File: src/rtl/dmem_if.sv
// dmem_if: data-memory req/ack bus between the memory stage and data memory.
interface dmem_if;
  logic        req;
  logic        we;
  logic [31:0] addr;
  logic [31:0] wdata;
  logic [31:0] rdata;
  logic        ack;
  modport master (output req, we, addr, wdata, input rdata, ack);
  modport slave  (input req, we, addr, wdata, output rdata, ack);
endinterface

File: src/rtl/mem_stage.sv
// mem_stage: pipeline memory stage with req/ack data access, branch redirect and MEM/WB register.
module mem_stage #(
  parameter int TIMEOUT = 16
) (
  input  logic        clk,
  input  logic        rst,
  input  logic [31:0] NewPC,
  input  logic [31:0] NewPC_Jump,
  input  logic        Zero,
  input  logic        Overflow,
  input  logic [31:0] ALUout,
  input  logic [31:0] busB,
  input  logic [4:0]  Rw,
  input  logic        MemWr,
  input  logic        Branch,
  input  logic        MemtoReg,
  input  logic        RegWr,
  input  logic        Jump,
  dmem_if.master      dmem,
  output logic        stall,
  output logic        pc_sel,
  output logic [31:0] pc_target,
  output logic [31:0] Dout_out,
  output logic [31:0] ALUout_out,
  output logic [4:0]  Rw_out,
  output logic        MemtoReg_out,
  output logic        RegWr_out,
  output logic        Overflow_out,
  output logic        misalign_err,
  output logic        bus_err
);
  typedef enum logic [1:0] {IDLE, WAIT, DONE} state_t;
  state_t      state;
  logic [7:0]  cnt;
  logic [31:0] hold;
  logic        timed_out;
  logic        mem_op;
  logic        start;
  logic        cap;
  always_comb begin
    mem_op    = MemWr | MemtoReg;
    start     = (state == IDLE) & mem_op & ~|ALUout[1:0];
    cap       = ((state == IDLE) & ~start) | (state == DONE);
    stall     = start | (state == WAIT);
    pc_sel    = Jump | (Branch & Zero);
    pc_target = Jump ? NewPC_Jump : (pc_sel ? NewPC : 32'd0);
  end
  always_ff @(posedge clk) begin
    if (rst) begin
      state        <= IDLE;
      cnt          <= '0;
      hold         <= '0;
      timed_out    <= 1'b0;
      dmem.req     <= 1'b0;
      dmem.we      <= 1'b0;
      dmem.addr    <= '0;
      dmem.wdata   <= '0;
      Dout_out     <= '0;
      ALUout_out   <= '0;
      Rw_out       <= '0;
      MemtoReg_out <= 1'b0;
      RegWr_out    <= 1'b0;
      Overflow_out <= 1'b0;
      misalign_err <= 1'b0;
      bus_err      <= 1'b0;
    end else begin
      misalign_err <= 1'b0;
      bus_err      <= 1'b0;
      case (state)
        IDLE: if (start) begin
          dmem.req   <= 1'b1;
          dmem.we    <= MemWr;
          dmem.addr  <= ALUout;
          dmem.wdata <= busB;
          cnt        <= '0;
          timed_out  <= 1'b0;
          state      <= WAIT;
        end else misalign_err <= mem_op;
        WAIT: begin
          cnt <= cnt + 8'd1;
          if (dmem.ack) begin
            hold     <= dmem.rdata;
            dmem.req <= 1'b0;
            state    <= DONE;
          end else if (cnt == 8'(TIMEOUT - 1)) begin
            hold      <= '0;
            timed_out <= 1'b1;
            dmem.req  <= 1'b0;
            bus_err   <= 1'b1;
            state     <= DONE;
          end
        end
        DONE: state <= IDLE;
        default: state <= IDLE;
      endcase
      // in IDLE a memory op reaching here is misaligned and must not write back
      if (cap) begin
        ALUout_out   <= ALUout;
        Rw_out       <= Rw;
        MemtoReg_out <= MemtoReg;
        Overflow_out <= Overflow;
        Dout_out     <= (state == DONE) ? hold : 32'd0;
        RegWr_out    <= RegWr & ~((state == DONE) ? timed_out : mem_op);
      end
    end
  end
endmodule

File: src/flat_wrapper.sv
// flat-port wrapper written by rule: the top's interface ports become plain ports
module mem_stage_flat 
#(
  parameter int TIMEOUT = 16
)
  (clk, rst, NewPC, NewPC_Jump, Zero, Overflow, ALUout, busB, Rw, MemWr, Branch, MemtoReg, RegWr, Jump, stall, pc_sel, pc_target, Dout_out, ALUout_out, Rw_out, MemtoReg_out, RegWr_out, Overflow_out, misalign_err, bus_err, dmem_req, dmem_we, dmem_addr, dmem_wdata, dmem_rdata, dmem_ack);
  dmem_if dmem_i ();
  input  logic clk;
  input  logic rst;
  input  logic [31:0] NewPC;
  input  logic [31:0] NewPC_Jump;
  input  logic Zero;
  input  logic Overflow;
  input  logic [31:0] ALUout;
  input  logic [31:0] busB;
  input  logic [4:0] Rw;
  input  logic MemWr;
  input  logic Branch;
  input  logic MemtoReg;
  input  logic RegWr;
  input  logic Jump;
  output logic stall;
  output logic pc_sel;
  output logic [31:0] pc_target;
  output logic [31:0] Dout_out;
  output logic [31:0] ALUout_out;
  output logic [4:0] Rw_out;
  output logic MemtoReg_out;
  output logic RegWr_out;
  output logic Overflow_out;
  output logic misalign_err;
  output logic bus_err;
  output wire logic [$bits(dmem_i.req)-1:0] dmem_req;
  output wire logic [$bits(dmem_i.we)-1:0] dmem_we;
  output wire logic [$bits(dmem_i.addr)-1:0] dmem_addr;
  output wire logic [$bits(dmem_i.wdata)-1:0] dmem_wdata;
  input wire logic [$bits(dmem_i.rdata)-1:0] dmem_rdata;
  input wire logic [$bits(dmem_i.ack)-1:0] dmem_ack;
  assign dmem_req = dmem_i.req;
  assign dmem_we = dmem_i.we;
  assign dmem_addr = dmem_i.addr;
  assign dmem_wdata = dmem_i.wdata;
  assign dmem_i.rdata = dmem_rdata;
  assign dmem_i.ack = dmem_ack;
  mem_stage #(.TIMEOUT(TIMEOUT)) u_core (.clk(clk), .rst(rst), .NewPC(NewPC), .NewPC_Jump(NewPC_Jump), .Zero(Zero), .Overflow(Overflow), .ALUout(ALUout), .busB(busB), .Rw(Rw), .MemWr(MemWr), .Branch(Branch), .MemtoReg(MemtoReg), .RegWr(RegWr), .Jump(Jump), .dmem(dmem_i), .stall(stall), .pc_sel(pc_sel), .pc_target(pc_target), .Dout_out(Dout_out), .ALUout_out(ALUout_out), .Rw_out(Rw_out), .MemtoReg_out(MemtoReg_out), .RegWr_out(RegWr_out), .Overflow_out(Overflow_out), .misalign_err(misalign_err), .bus_err(bus_err));
endmodule
File: config.mk
export PLATFORM = sky130hd
export DESIGN_NAME = mem_stage_flat
export DESIGN_NICKNAME = d
export VERILOG_FILES = /design/src/rtl/dmem_if.sv /design/src/rtl/mem_stage.sv /design/src/flat_wrapper.sv
export SDC_FILE = /design/constraint.sdc
export NUM_CORES = 1
export LEC_CHECK = 0
export CORE_ASPECT_RATIO = 1.5
export CORE_UTILIZATION = 38
export CTS_BUF_LIST = sky130_fd_sc_hd__clkbuf_4 sky130_fd_sc_hd__clkbuf_8
export DETAILED_ROUTE_END_ITERATION = 8
export PLACE_DENSITY = 0.75
export SLEW_MARGIN = 15
export SYNTH_ARGS = -nofsm -noshare
export SYNTH_HDL_FRONTEND = slang
export SYNTH_SLANG_ARGS = --single-unit
File: constraint.sdc
create_clock -name clk -period 1.4 [get_ports clk]
set_input_delay 0.28 -clock clk [delete_from_list [all_inputs] [get_ports clk]]
set_output_delay 0.28 -clock clk [all_outputs]
set_load 0.01 [all_outputs]
Word-level counts from Yosys, hierarchy flattened
Index checks and enable logic that the tools add are counted.
{"block": "totals", "register_bits": 183, "inputBits": 175, "elab_cells": 71}
{"block": "classes", "add_sub_neg": 1, "n_eq_ne": 7, "n_mux": 21, "bitwise": 13, "reduce_logical": 13}
{"operator": "2-to-1 mux 32 bit", "count": 5}
{"operator": "one-hot mux 8 bit (2 select lines)", "count": 1}
{"operator": "adder 8 x 1 -> 8 bit, second input constant", "count": 1}
{"operator": "== test 8 x 4 -> 1 bit, second input constant", "count": 1}
{"operator": "2-to-1 mux 1 bit", "count": 8}
{"operator": "2-to-1 mux 8 bit", "count": 1}
{"operator": "AND reduction 2 bit", "count": 4}
{"operator": "2-to-1 mux 2 bit", "count": 3}
{"operator": "OR reduction 3 bit", "count": 2}
{"operator": "AND 1 bit", "count": 5}
{"operator": "!= test 2 bit, second input constant", "count": 2}
{"operator": "inverter 1 bit", "count": 4}
{"operator": "bitwise OR 1 bit", "count": 4}
{"operator": "one-hot mux 1 bit (2 select lines)", "count": 2}
{"operator": "one-hot mux 2 bit (2 select lines)", "count": 1}
{"operator": "AND reduction 4 bit", "count": 1}
{"operator": "nonzero test 2 bit", "count": 2}
{"operator": "!= test 3 bit, second input constant", "count": 1}
{"operator": "AND reduction 3 bit", "count": 1}
{"operator": "== test 2 x 1 -> 1 bit, second input constant", "count": 1}
{"operator": "== test 2 bit, second input constant", "count": 1}
{"operator": "zero test 2 bit", "count": 1}
{"operator": "!= test 2 x 1 -> 1 bit, second input constant", "count": 1}
{"operator": "OR reduction 2 bit", "count": 1}
{"operator": "zero test 1 bit", "count": 1}

Logic depth before layout (Yosys ltp)
{"block": "depth", "ltp_word": 6, "ltp_mapped": 6, "mapped_depth_nobuf": 4}

Least setup slack after synthesis
Ideal clock, no wire load.
{"block": "synth_path", "kind": "reg2reg", "start": "reg u_core.cnt[0]", "end": "reg u_core.hold[10]", "arrival_ps": 1383, "required_ps": 1314, "slack_ps": -68, "path_stages_with_launch": 7, "path_buffers": 2, "period_less_slack_ps": 1468, "path_cell_list": "dfxtp_1 -> ha_1 -> and3_1 -> a21o_1 -> buf_2 -> buf_2 -> a211oi_1"}
{"block": "synth_between", "elab_chain_cells": 3}
{"item": "start: declaration", "line": "mem_stage.sv:34", "text": "logic [7:0] cnt;"}
{"item": "start signal: assignment", "line": "mem_stage.sv:80", "text": "cnt <= cnt + 8'd1;"}
{"item": "== test 8 x 4 -> 1 bit", "line": "mem_stage.sv:85", "text": "end else if (cnt == 8'(TIMEOUT - 1)) begin"}
{"item": "nonzero test 2 bit (no source line)"}
{"item": "AND reduction 2 bit (no source line)"}
{"item": "end signal: assignment", "line": "mem_stage.sv:82", "text": "hold <= dmem.rdata;"}
{"item": "end: declaration", "line": "mem_stage.sv:35", "text": "logic [31:0] hold;"}
No other way between the ends.
A chain may end at the register's enable or synchronous reset.

Worst setup path in the final report
{"block": "layout_path", "start": "reg u_core.state[0]", "end": "out stall"}
{"block": "layout_between", "elab_chain_cells": 4, "elab_cells_between_ends": 5, "classes_between": "eq/ne: 1; bitwise: 3; reduce/logical: 1"}
{"item": "start: declaration", "line": "mem_stage.sv:33", "text": "state_t state;"}
{"item": "start signal: assignment", "line": "mem_stage.sv:50", "text": "state <= IDLE;"}
{"item": "start signal: assignment", "line": "mem_stage.sv:77", "text": "state <= WAIT;"}
{"item": "start signal: assignment", "line": "mem_stage.sv:84", "text": "state <= DONE;"}
{"item": "zero test 2 bit", "line": "mem_stage.sv:42", "text": "start = (state == IDLE) & mem_op & ~|ALUout[1:0];"}
{"item": "AND 1 bit (2 in a row)", "line": "mem_stage.sv:42"}
{"item": "bitwise OR 1 bit *", "line": "mem_stage.sv:44", "text": "stall = start | (state == WAIT);"}
{"item": "end: declaration", "line": "flat_wrapper.sv:22", "text": "output logic stall;"}
Every way passes the cells marked *; elsewhere a longest branch is shown, timed or not.

==> impl_results.md <==
* First-pass GRT wire length at 49.6 mm
* Hold WC Path Type: primary input to register
* Post-synthesis simple-gate area fraction at 11.4%
* Gr busiest metal: met2
* Violated checks: negative setup slack
* Power density cells at 861 nW/um^2
* Placer Congestion at 0.836
* Worst Tran Pin Value at 657 ps
* Critical path class: register to primary output
* Layout cells sized above 1 at 38.9%
* Worst r2r path cells at 8
* CTS tree: yes
* GRT overflow at 0
* Num rows at 61
* Synth warn at 0
* Synth Flop Type: dfxtp_1
* Num CTS Buffers at 17
* Synth Area in XOR/XNOR at 0%
* Chip height at 172 um
* Crit path DAT at 1520 ps
* Worst reg2reg path endpoint: u_core.Dout_out[18]
* Largest family of logic cells by synthesized area: compound AO/OA/AOI/OAI gates
* Skew final at 15.3 ps
* DRC Markers at 0
* Crit-path max FO at 2
* Mux cell area share after synthesis at 5.12%
* Min-Delay Path Depth at 3
* DR vias at 8853
* Clock Latency Late Sink at 460 ps
* Post-synth ARST share at 0%
* Max rail drop VDD at 0.000639 V
* GRT Overall Usage at 34.1%
* Met3 usage at 12.6%
* #FFs+latches synth at 183
* Crit path launch: u_core.state[0]
* Adder-cell share of the synthesized area at 0.171%
* Hold_sp: rst
* Complex-gate fraction of the synthesized area at 27.5%
* ANT nets after route at 0
* Final Hold Viols at 0
* WL per Instance at 25.8 um
* Worst setup margin at -404 ps
* Final worst path period need at 1800 ps
* R2R Setup Slk at -330 ps
* RSZ-0062 raised after global routing: yes
* Root Buffer: clkbuf_8
* Finished Layout Cells at 1489
* Mapped Cells at 813
* R2r startpoint: u_core.state[0]
* MaxCap Viol Count at 0
* Total nets after synthesis at 989
* Vias in the first global route at 8335
* Met1 Use GR at 36.1%
* CORE AREA at 18700 um^2
* Synth top area cells: dfxtp_1 50%, a21oi_1 9.1%, mux2i_1 4.9%
* Area of the die at 19900 um^2
* Routing usage on met2 at 57.4%
* Syn_area_per_cell at 9.02 um^2
* Area growth from synthesis to layout at 95.4%
* Initial core utilization at 39.2%
* Yosys top cell by area: dfxtp_1
* Largest net degree at the start of global routing at 45
* Post-CTS Hold Fix Bufs at 0
* Via/cell ratio at 5.95
* Inst Count DP at 1380
* Filler Cells Inserted at 1150
* 1st-iter DRT viols at 555
* Sequential area share after synthesis at 50.0%
* Initial antenna violation count at 6
* CP startpoint kind: register
* Fin crit share at 129%
* Post-Syn Area at 7330 um^2
* Kind of end point of the critical path: primary output
* Fmax at 554 MHz
* Top-area cell type share of the netlist area at 50.0%
* H-Tree Depth at 4
* CTS sink cnt at 183
* Status: finished, violations left
* Fin nets at 1395
* Cell variety after synth at 45
* Final Max Tran Viols at 0
* DRT Pass-1 Iters at 5
* Hold endpoint: u_core.cnt[3]
* Worst EP required at 1120 ps
* Setup violators final at 200
* Routed wire length at 38.4 mm
* Relative slew slack at 56.2%
* Place WS at -945 ps
* Buffers on Ports at 348
* Ports at 349
* Final HPWL DP at 21.1 mm
* Static Leak at 5.70 nW
* Post-synth EDFFs at 0
* Clock buffer depth at 2
* Worst-path clk slew at 100 ps
* DIE WIDTH at 115 um
[stage by stage]
stage	instance area (um^2)	hold WS, ps	setup TNS (ps)	util, %	power [W]
floorplan	7350	422	-74.7	-	0.00649
global placement	11400	442	-118070	60.7	0.00789
global route	14300	209	-46420	76.6	0.0127
finish	14300	212	-40700	76.6	0.0123
detailed placement	11400	446	-122040	60.7	0.00791
CTS	12900	158	-15890	69.2	0.0118
[cell usage in the layout, fill, tap and decap left out, drive strengths merged, types with 6 or more instances in the layout]
cell type,count
a211oi,34
dlygate4sd2,20
o21ai,66
a32o,32
clkdlybuf4s15,70
nand3,67
mux2i,36
a21oi,133
a22o,32
nand2,80
clkdlybuf4s50,143
buf,160
clkbuf,84
nor2,6
inv,7
dlymetal6s2s,18
dfxtp,183
[sequential cells by signal (all words and copies together) (netlist names)]
register and flops:
u_core.bus_err 1, u_core.Rw_out 5, u_core.timed_out 1, u_core.cnt 8, u_core.Overflow_out 1, u_core.state 2
u_core.dmem.req 1, u_core.RegWr_out 1, u_core.MemtoReg_out 1, u_core.dmem.we 1, u_core.dmem.addr 32, u_core.hold 32
u_core.ALUout_out 32, u_core.misalign_err 1, u_core.dmem.wdata 32, u_core.Dout_out 32
[power breakdown]
part | internal (W) | switching, W | leakage (nW) | total [W]
clock | 0.00148 | 0.00211 | 0.186 | 0.00359
combinational | 0.00164 | 0.00158 | 4.02 | 0.00322
sequential | 0.00541 | 0.000125 | 1.49 | 0.00553
[cell usage after synthesis, types with 2 or more instances]
master and number:
a211oi_1 34, buf_2 26, mux2i_1 36, dfxtp_1 183, o211ai_1 3, buf_1 7
clkbuf_1 51, o31ai_1 4, nor4_1 3, a31o_2 3, a21oi_1 133, nor3_1 3
a22o_1 32, nor2_1 6, nor2b_1 3, a32o_1 32, o21ai_0 66, nand4_1 2
nand3_1 67, inv_1 2, buf_4 5, a31oi_1 2, and3_1 3, nand2_1 80
nand2b_1 2, or4_1 2, a21o_1 2, nor3b_1 4
[cell type report]
type	instances	area, um^2	area share (%)
timing repair buffer	478	5190	36.2
clock buffer	18	241	1.69
inverter	3	17.5	0.122
multi-input combinational	536	4730	33.0
sequential	183	3680	25.7
antenna	5	12.5	0.0873
tap	252	315	2.20
clock inverter	14	144	1.00
[metal layers]
metal / wire length, um / up-vias
met5: 30 / -
met4: 2340 / 4
met3: 3830 / 152
met2: 19200 / 567
met1: 13000 / 4301
li1: - / 3829
[worst max-delay path, cell delays in order (launching register included)]
cell     delay, ps
dfxtp_2        340
or3_4          360
o21ai_2        140
buf_6          130
buf_6           90
[logic make-up after synthesis]
| kind of cell | Yosys count |
|---|---|
| AOI/OAI and AO/OA | 318 |
| DFF | 183 |
| and+or+nand+nor | 180 |
| buffers and inverters | 94 |
| muxes | 37 |
| adders and majority gates | 1 |
[how the worst max path moves through the flow]
stage                          endpoint  slack, ps  cells after the start
after global placement            stall       -950                      5
after CTS                         stall       -500                      4
after floorplan           u_core.cnt[7]        -60                      5
after detailed placement          stall       -940                      5
final                             stall       -400                      4
after global routing              stall       -460                      4
[repair_timing]
| item | CTS | global route |
|---|---|---|
| endpoints found under the setup margin | 353 | 340 |
| pin swaps | 64 | 169 |
| gates cloned | 24 | 12 |
| buffers inserted | 28 | 17 |
| gates resized for setup | 473 | 435 |
No activity file was read; power rests on OpenSTA's default activity.
